`src/rtl/multiword_add_sequencer.sv`:
```
// Sequences a WORDS*WIDTH-bit add through an external WIDTH-bit adder, LSW first, with carry chaining.
// Optional subtract mode is enabled by defining MULTIWORD_ADD_SUB_EN.
module multiword_add_sequencer #(
  parameter int unsigned WORDS = 4,
  parameter int unsigned WIDTH = 32
) (
  input  logic                     clk,
  input  logic                     rst,
  input  logic                     in_valid,
  output logic                     in_ready,
  input  logic [WORDS*WIDTH-1:0]   in_a,
  input  logic [WORDS*WIDTH-1:0]   in_b,
  input  logic                     in_cin,
`ifdef MULTIWORD_ADD_SUB_EN
  input  logic                     in_sub,
`endif
  output logic [WIDTH-1:0]         add_a,
  output logic [WIDTH-1:0]         add_b,
  output logic                     add_cin,
  input  logic [WIDTH-1:0]         add_f,
  input  logic                     add_cout,
  output logic                     out_valid,
  input  logic                     out_ready,
  output logic [WORDS*WIDTH-1:0]   out_sum,
  output logic                     out_cout,
  output logic                     out_ovf
);

  localparam int unsigned IDX_W = (WORDS > 1) ? $clog2(WORDS) : 1;
  localparam logic [IDX_W-1:0] IDX_LAST = IDX_W'(WORDS - 1);

  localparam logic [1:0] S_IDLE = 2'd0;
  localparam logic [1:0] S_RUN  = 2'd1;
  localparam logic [1:0] S_DONE = 2'd2;

  logic [1:0]                  state_q, state_d;
  logic [IDX_W-1:0]            idx_q, idx_d;
  logic                        carry_q, carry_d;
  logic                        cin_q, cin_d;
  logic [WORDS-1:0][WIDTH-1:0] a_q, a_d;
  logic [WORDS-1:0][WIDTH-1:0] b_q, b_d;
  logic [WORDS-1:0][WIDTH-1:0] sum_q, sum_d;
  logic                        cout_q, cout_d;
  logic                        ovf_q, ovf_d;
  logic                        out_valid_q, out_valid_d;

  assign in_ready  = (state_q == S_IDLE);
  assign out_valid = out_valid_q;
  assign out_sum   = sum_q;
  assign out_cout  = cout_q;
  assign out_ovf   = ovf_q;

  // Adder operands: current word while running, quiet zero otherwise.
  always_comb begin
    add_a   = '0;
    add_b   = '0;
    add_cin = 1'b0;
    if (state_q == S_RUN) begin
      add_a   = a_q[idx_q];
      add_b   = b_q[idx_q];
      add_cin = (idx_q == '0) ? cin_q : carry_q;
    end
  end

  always_comb begin
    state_d     = state_q;
    idx_d       = idx_q;
    carry_d     = carry_q;
    cin_d       = cin_q;
    a_d         = a_q;
    b_d         = b_q;
    sum_d       = sum_q;
    cout_d      = cout_q;
    ovf_d       = ovf_q;
    out_valid_d = out_valid_q;
    case (state_q)
      S_IDLE: begin
        if (in_valid) begin
          a_d = in_a;
`ifdef MULTIWORD_ADD_SUB_EN
          // Subtract as A + ~B + 1; the stored inverted B also feeds the overflow sign test.
          b_d   = in_sub ? ~in_b : in_b;
          cin_d = in_sub ? 1'b1 : in_cin;
`else
          b_d   = in_b;
          cin_d = in_cin;
`endif
          idx_d   = '0;
          state_d = S_RUN;
        end
      end
      S_RUN: begin
        sum_d[idx_q] = add_f;
        carry_d      = add_cout;
        if (idx_q == IDX_LAST) begin
          cout_d      = add_cout;
          ovf_d       = (a_q[WORDS-1][WIDTH-1] == b_q[WORDS-1][WIDTH-1]) &&
                        (add_f[WIDTH-1] != a_q[WORDS-1][WIDTH-1]);
          out_valid_d = 1'b1;
          state_d     = S_DONE;
        end else begin
          idx_d = idx_q + IDX_W'(1);
        end
      end
      S_DONE: begin
        if (out_ready) begin
          out_valid_d = 1'b0;
          state_d     = S_IDLE;
        end
      end
      default: state_d = S_IDLE;
    endcase
  end

  always_ff @(posedge clk) begin
    if (rst) begin
      state_q     <= S_IDLE;
      idx_q       <= '0;
      carry_q     <= 1'b0;
      cin_q       <= 1'b0;
      a_q         <= '0;
      b_q         <= '0;
      sum_q       <= '0;
      cout_q      <= 1'b0;
      ovf_q       <= 1'b0;
      out_valid_q <= 1'b0;
    end else begin
      state_q     <= state_d;
      idx_q       <= idx_d;
      carry_q     <= carry_d;
      cin_q       <= cin_d;
      a_q         <= a_d;
      b_q         <= b_d;
      sum_q       <= sum_d;
      cout_q      <= cout_d;
      ovf_q       <= ovf_d;
      out_valid_q <= out_valid_d;
    end
  end

endmodule

```
`config.mk`:
```
export PLATFORM = sky130hd
export DESIGN_NAME = multiword_add_sequencer
export DESIGN_NICKNAME = d
export VERILOG_FILES = /design/src/rtl/multiword_add_sequencer.sv
export SDC_FILE = /design/constraint.sdc
export NUM_CORES = 1
export LEC_CHECK = 0
export ABC_AREA = 1
export BUFFER_PORTS_ARGS = -buffer_cell sky130_fd_sc_hd__buf_2
export CAP_MARGIN = 20
export CORE_MARGIN = 2
export CORE_UTILIZATION = 25
export CTS_BUF_LIST = sky130_fd_sc_hd__clkbuf_16
export DETAILED_ROUTE_END_ITERATION = 10
export SETUP_SLACK_MARGIN = 0.02
export SLEW_MARGIN = 15
export SYNTH_ARGS = -nofsm -noshare
export SYNTH_HDL_FRONTEND = slang
export SYNTH_SLANG_ARGS = --single-unit
export TNS_END_PERCENT = 5
```
`constraint.sdc`:
```
create_clock -name clk -period 4.41 [get_ports clk]
set_input_delay 1.323 -clock clk [delete_from_list [all_inputs] [get_ports clk]]
set_output_delay 1.323 -clock clk [all_outputs]
set_load 0.005 [all_outputs]
```
=== Word level (Yosys, flattened, before mapping) ===
Index checks and enable logic that the tools add are counted.

* Bits in registers: 393
* Input bits: 294
* Output and inout bits: 197

* $add $sub $neg: 1
* $lt $le $gt $ge: 2
* Equality and inequality tests: 9
* Mux-type cells: 21
* Reductions and logical operators: 11

{| class="wikitable"
|+ Operators with widths
! operator !! count
|-
| 32-bit 2-to-1 mux || 5
|-
| 32-bit binary-select mux with 2-bit select || 2
|-
| 128-bit bitwise mux || 1
|-
| 32-bit demux with 2-bit select || 1
|-
| 2-bit 2-to-1 mux || 5
|-
| 3-bit AND reduction || 3
|-
| 2-bit != test (second input constant) || 3
|-
| 2-bit case mux with 3 select lines || 1
|-
| 2-bit == test (second input constant) || 2
|-
| 2-bit logical NOT || 2
|-
| 1-bit 2-to-1 mux || 4
|-
| 2-bit case mux with 2 select lines || 1
|-
| 2-bit AND reduction || 2
|-
| 2-bit nonzero test || 2
|-
| 2-bit by 3-bit less-than comparator with 1-bit output (second input constant) || 1
|-
| 2-bit by 1-bit adder with 2-bit output (second input constant) || 1
|-
| 2-bit by 1-bit == test with 1-bit output (second input constant) || 1
|-
| 2-bit by 1-bit >= comparator with 1-bit output (second input constant) || 1
|-
| 1-bit logical AND || 2
|-
| 2-bit by 1-bit != test with 1-bit output (second input constant) || 1
|-
| 1-bit case mux with 2 select lines || 1
|-
| 1-bit == test || 1
|-
| 1-bit != test || 1
|}

=== Longest topological paths before layout ===
* Word-level depth: 5
* Gate-level depth with buffers: 11

=== Worst setup path after synthesis ===
No wires, ideal clock.

* Path kind: reg-to-output
* Start point: register idx_q[0]
* End point: output add_cin
* Arrival time: 1.340 ns
* Setup slack: 1.747 ns
* Cell stages (with the launch flop): 9
* Buffers on the path: 3
* Cells stage by stage: dfxtp_1 -> buf_2 -> inv_1 -> buf_2 -> buf_2 -> ha_1 -> inv_1 -> o21ai_0 -> a21oi_1

* Longest elaborated chain between the ends: 3

{| class="wikitable"
|+ Ends and longest elaborated chain
! what !! RTL line !! text
|-
| from (decl) || 37 || <nowiki>logic [IDX_W-1:0] idx_q, idx_d;</nowiki>
|-
| from (signal assigned) || 129 || <nowiki>idx_q <= idx_d;</nowiki>
|-
| 2-bit logical NOT || 61 || <nowiki>add_cin = (idx_q == '0) ? cin_q : carry_q;</nowiki>
|-
| 1-bit 2-to-1 mux || 61 ||
|-
| 1-bit 2-to-1 mux || 58 || <nowiki>if (state_q == S_RUN) begin</nowiki>
|-
| to (decl) || 19 || <nowiki>output logic add_cin,</nowiki>
|}

No other way between the ends.

=== Worst setup path after layout ===
* Start point: register state_q[1]
* End point: output add_b[13]

* Longest elaborated chain between the ends: 2

{| class="wikitable"
|+ Ends and longest elaborated chain
! what !! RTL line !! text
|-
| from (decl) || 36 || <nowiki>logic [1:0] state_q, state_d;</nowiki>
|-
| from (signal assigned) || 128 || <nowiki>state_q <= state_d;</nowiki>
|-
| 2-bit by 1-bit == test with 1-bit output || 58 ||
|-
| 32-bit 2-to-1 mux || 58 ||
|-
| to (decl) || 18 || <nowiki>output logic [WIDTH-1:0] add_b,</nowiki>
|}

No other way between the ends.

==> impl_results.md <==
* Status: complete, no violations
* TritonCTS clock tree: done
* Final ANT Viol Nets at 0
* Starting Density at about a quarter
* Area Overhead vs Synth at 27.25%
* Die area at slightly below 70000 sq um
* Fraction of layout cells with a size suffix above 1 at 21.10%
* Leakage at 0.009986 uW
* # setup viols final at 0
* Residual DRC count at 0
* Fin area at between 20000 and 25000 sq um
* Clk root buf: clkbuf_16
* Final WL at approximately 62000 um
* Total of max-cap violations at 0
* WS Path Type: reg2out
* Setup crit start kind: register
* Synth warnings at 0
* Gr usage total at approximately 17%
* CP max FO at 58
* Hold_ws at roughly 0.46 ns
* Layout Nets at 3117
* CP Launch Point: state_q[1]$_SDFFE_PP0P_
* EDFF count, synth at 0
* Total CTS buffers at 45
* Routed vias at 16670
* Reg2Reg Launch Point: idx_q[0]$_SDFFE_PP0P_
* Setup Skew at 0.01360 ns
* Synth async-reset ratio at 0%
* Final Hold Viols at 0
* Syn Area/Cell at about 6.8 sq um
* Synth cell types at 22
* Crit Reg-Reg Endpoint: out_ovf$_SDFFE_PP0P_
* Placeable Area at around 66000 sq um
* Crit share post-route at 85.38%
* Pre-CTS WS at approximately 1.2 ns
* Max incr delay on CP at between 0.7 and 0.8 ns
* CTS Sinks at 393
* Hold crit path type: reg2reg
* Highest Clock Rate at around 0.27 GHz
* Setup crit end kind: primary output
* RSZ-0062 raised after global routing: no
* Share of the synthesized area in the top cell type at 47.54%
* Critical path's slowest cell: buf_4
* Post-DP HPWL at about 42000 um
* Placed inst area at ~20000 sq um
* CP Data Required Time at slightly above 3 ns
* Largest net degree at the start of global routing at 135
* Register area share after synthesis at between 40% and 50%
* Detailed Routing Iterations Pass 1 at 5
* Flop2flop setup slack at roughly 1.7 ns
* PD cells at around 430 nW/um^2
* Vias in the first global route at 15330
* Skew-Pair Late Insertion Delay at 0.56 ns
* Chip width at around 260 um
* Flops & latches, synth at ~400
* Worst slew margin at 40.35%
* Most numerous cell in the Yosys netlist: nor2_1
* CTS Hold Bufs at 0
* Worst Path Arrival at around 2.4 ns
* Die height at ~260 um
* Final TNS setup at 0 ns
* WL per Instance at around 17 um
* DR vias/cell at 4.466
* Synth cell count leaders: 716 x nor2_1, 454 x nand2_1, 393 x dfxtp_1, 338 x o21ai_0, 143 x inv_1
* Deepest clock path buffer count at 3
* Minimum clock period after layout at ~3.8 ns
* Syn Nets at 2728
* Reg2reg path depth at 8
* GP Congestion at ~0.88
* Crit-path cells: inv_2 -> nand2_4 -> buf_4 -> a21oi_1 -> buf_2
* Crit path to: add_b[13]
* Total grt overflow at 0
* Worst vdd rail ir drop at 0.0002894 V
* I/O pins at about 490
* I/O Buffers at 490
* Post-CTS Setup Bufs at 0
* Placement Rows at 94
* Post-CTS Resized at 0
* Post-Syn Instances at between 2000 and 2500
* Most area-consuming cells after synthesis: dfxtp_1 48%, nor2_1 16%, nand2_1 10%
* Setup WS post-layout at between 0.6 and 0.7 ns
* H-Tree Level Count at 2
* Initial detailed-routing violation count at about 1200
* Main synth FF type: dfxtp_1
* Max-slew violations at 0
* CTS clk-pin slew, worst paths at 0.06 ns
* Post-synthesis cell area at approximately 17000 sq um
* Wire length of the first global-routing pass at 91610 um
* Worst slew pin tran at 0.8947 ns
* Top cell type by total area after synthesis: dfxtp_1
* Initial antenna violation count at 21
-- layer usage --
layer  vias to the layer above  global-route usage (%)  share of wire [%]
li1                       8385                       -                  -
met5                         -                       0               0.14
met3                       105                   3.794                6.7
met1                      7650                   23.28                 45
met4                        12                   6.645                2.7
met2                       518                   26.89                 46
-- logic make-up after synthesis --
logic type,share of synthesized area [%]
and+or+nand+nor,29.17
AOI/OAI and AO/OA,13.88
DFF,47.54
buffers and inverters,9.028
adders and majority gates,0.3780
-- stage by stage --
stage | utilization, % | std cells | total power (uW)
after floorplan | - | 2429 | 4788
after global placement | 29.70 | 3635 | 5319
after detailed placement | 29.70 | 3635 | 5328
after CTS | 32.03 | 3717 | 9275
after global routing | 32.08 | 3731 | 9588
final | 32.09 | 3733 | 9154
-- sequential cells by signal, summed over array words and instances (netlist names) --
name	cells
state_q	2
carry_q	1
a_q	128
out_valid	1
out_ovf	1
cin_q	1
out_sum	128
out_cout	1
b_q	128
idx_q	2
-- placed cells by master (no fill, tap or decap), types with 2 or more instances in the layout --
cell,instances
a21oi_1,104
buf_12,9
buf_2,490
buf_4,17
bufinv_16,7
clkbuf_16,47
clkinv_1,4
clkinv_2,10
clkinvlp_4,2
dfxtp_1,391
dfxtp_4,2
diode_2,16
ha_1,5
inv_1,150
inv_2,5
inv_8,3
nand2_1,454
nand3_1,71
nor2_1,716
nor2_4,3
o21ai_0,338
o21ai_1,17
-- how the worst min path moves through the flow --
stage | from | endpoint | slack [ns] | depth (start not counted)
after floorplan | carry_q$_SDFFE_PP0N_ | carry_q$_SDFFE_PP0N_ | 0.43 | 2
final | carry_q$_SDFFE_PP0N_ | carry_q$_SDFFE_PP0N_ | 0.46 | 2
after global placement | carry_q$_SDFFE_PP0N_ | carry_q$_SDFFE_PP0N_ | 0.45 | 2
after global routing | out_sum[112]$_SDFFE_PP0P_ | out_sum[112]$_SDFFE_PP0P_ | 0.48 | 2
after detailed placement | out_sum[103]$_SDFFE_PP0P_ | out_sum[103]$_SDFFE_PP0P_ | 0.45 | 2
after CTS | carry_q$_SDFFE_PP0N_ | carry_q$_SDFFE_PP0N_ | 0.46 | 2
-- cell type report --
cell class	instances	area, sq um
Antenna cell	16	40.04
Clock inverter	35	351.6
Inverter	149	578.1
Multi-Input combinational cell	1713	7196
Clock buffer	47	1176
Timing Repair Buffer	516	2760
Tap cell	864	1081
Sequential cell	393	7875
Fill cell	7325	44570
-- critical path: cells and delay by family, from the launching register on --
kind	cells	cell delay, ns
buf+inv	3	1.00
flops	1	0.44
simple gates	1	0.22
compound gates	1	0.15
-- power breakdown --
part           internal, uW  switching [uW]
combinational           467             842
sequential             3810             127
clock                  2340            1570
Note: power is estimated with default switching activity, not from simulation.
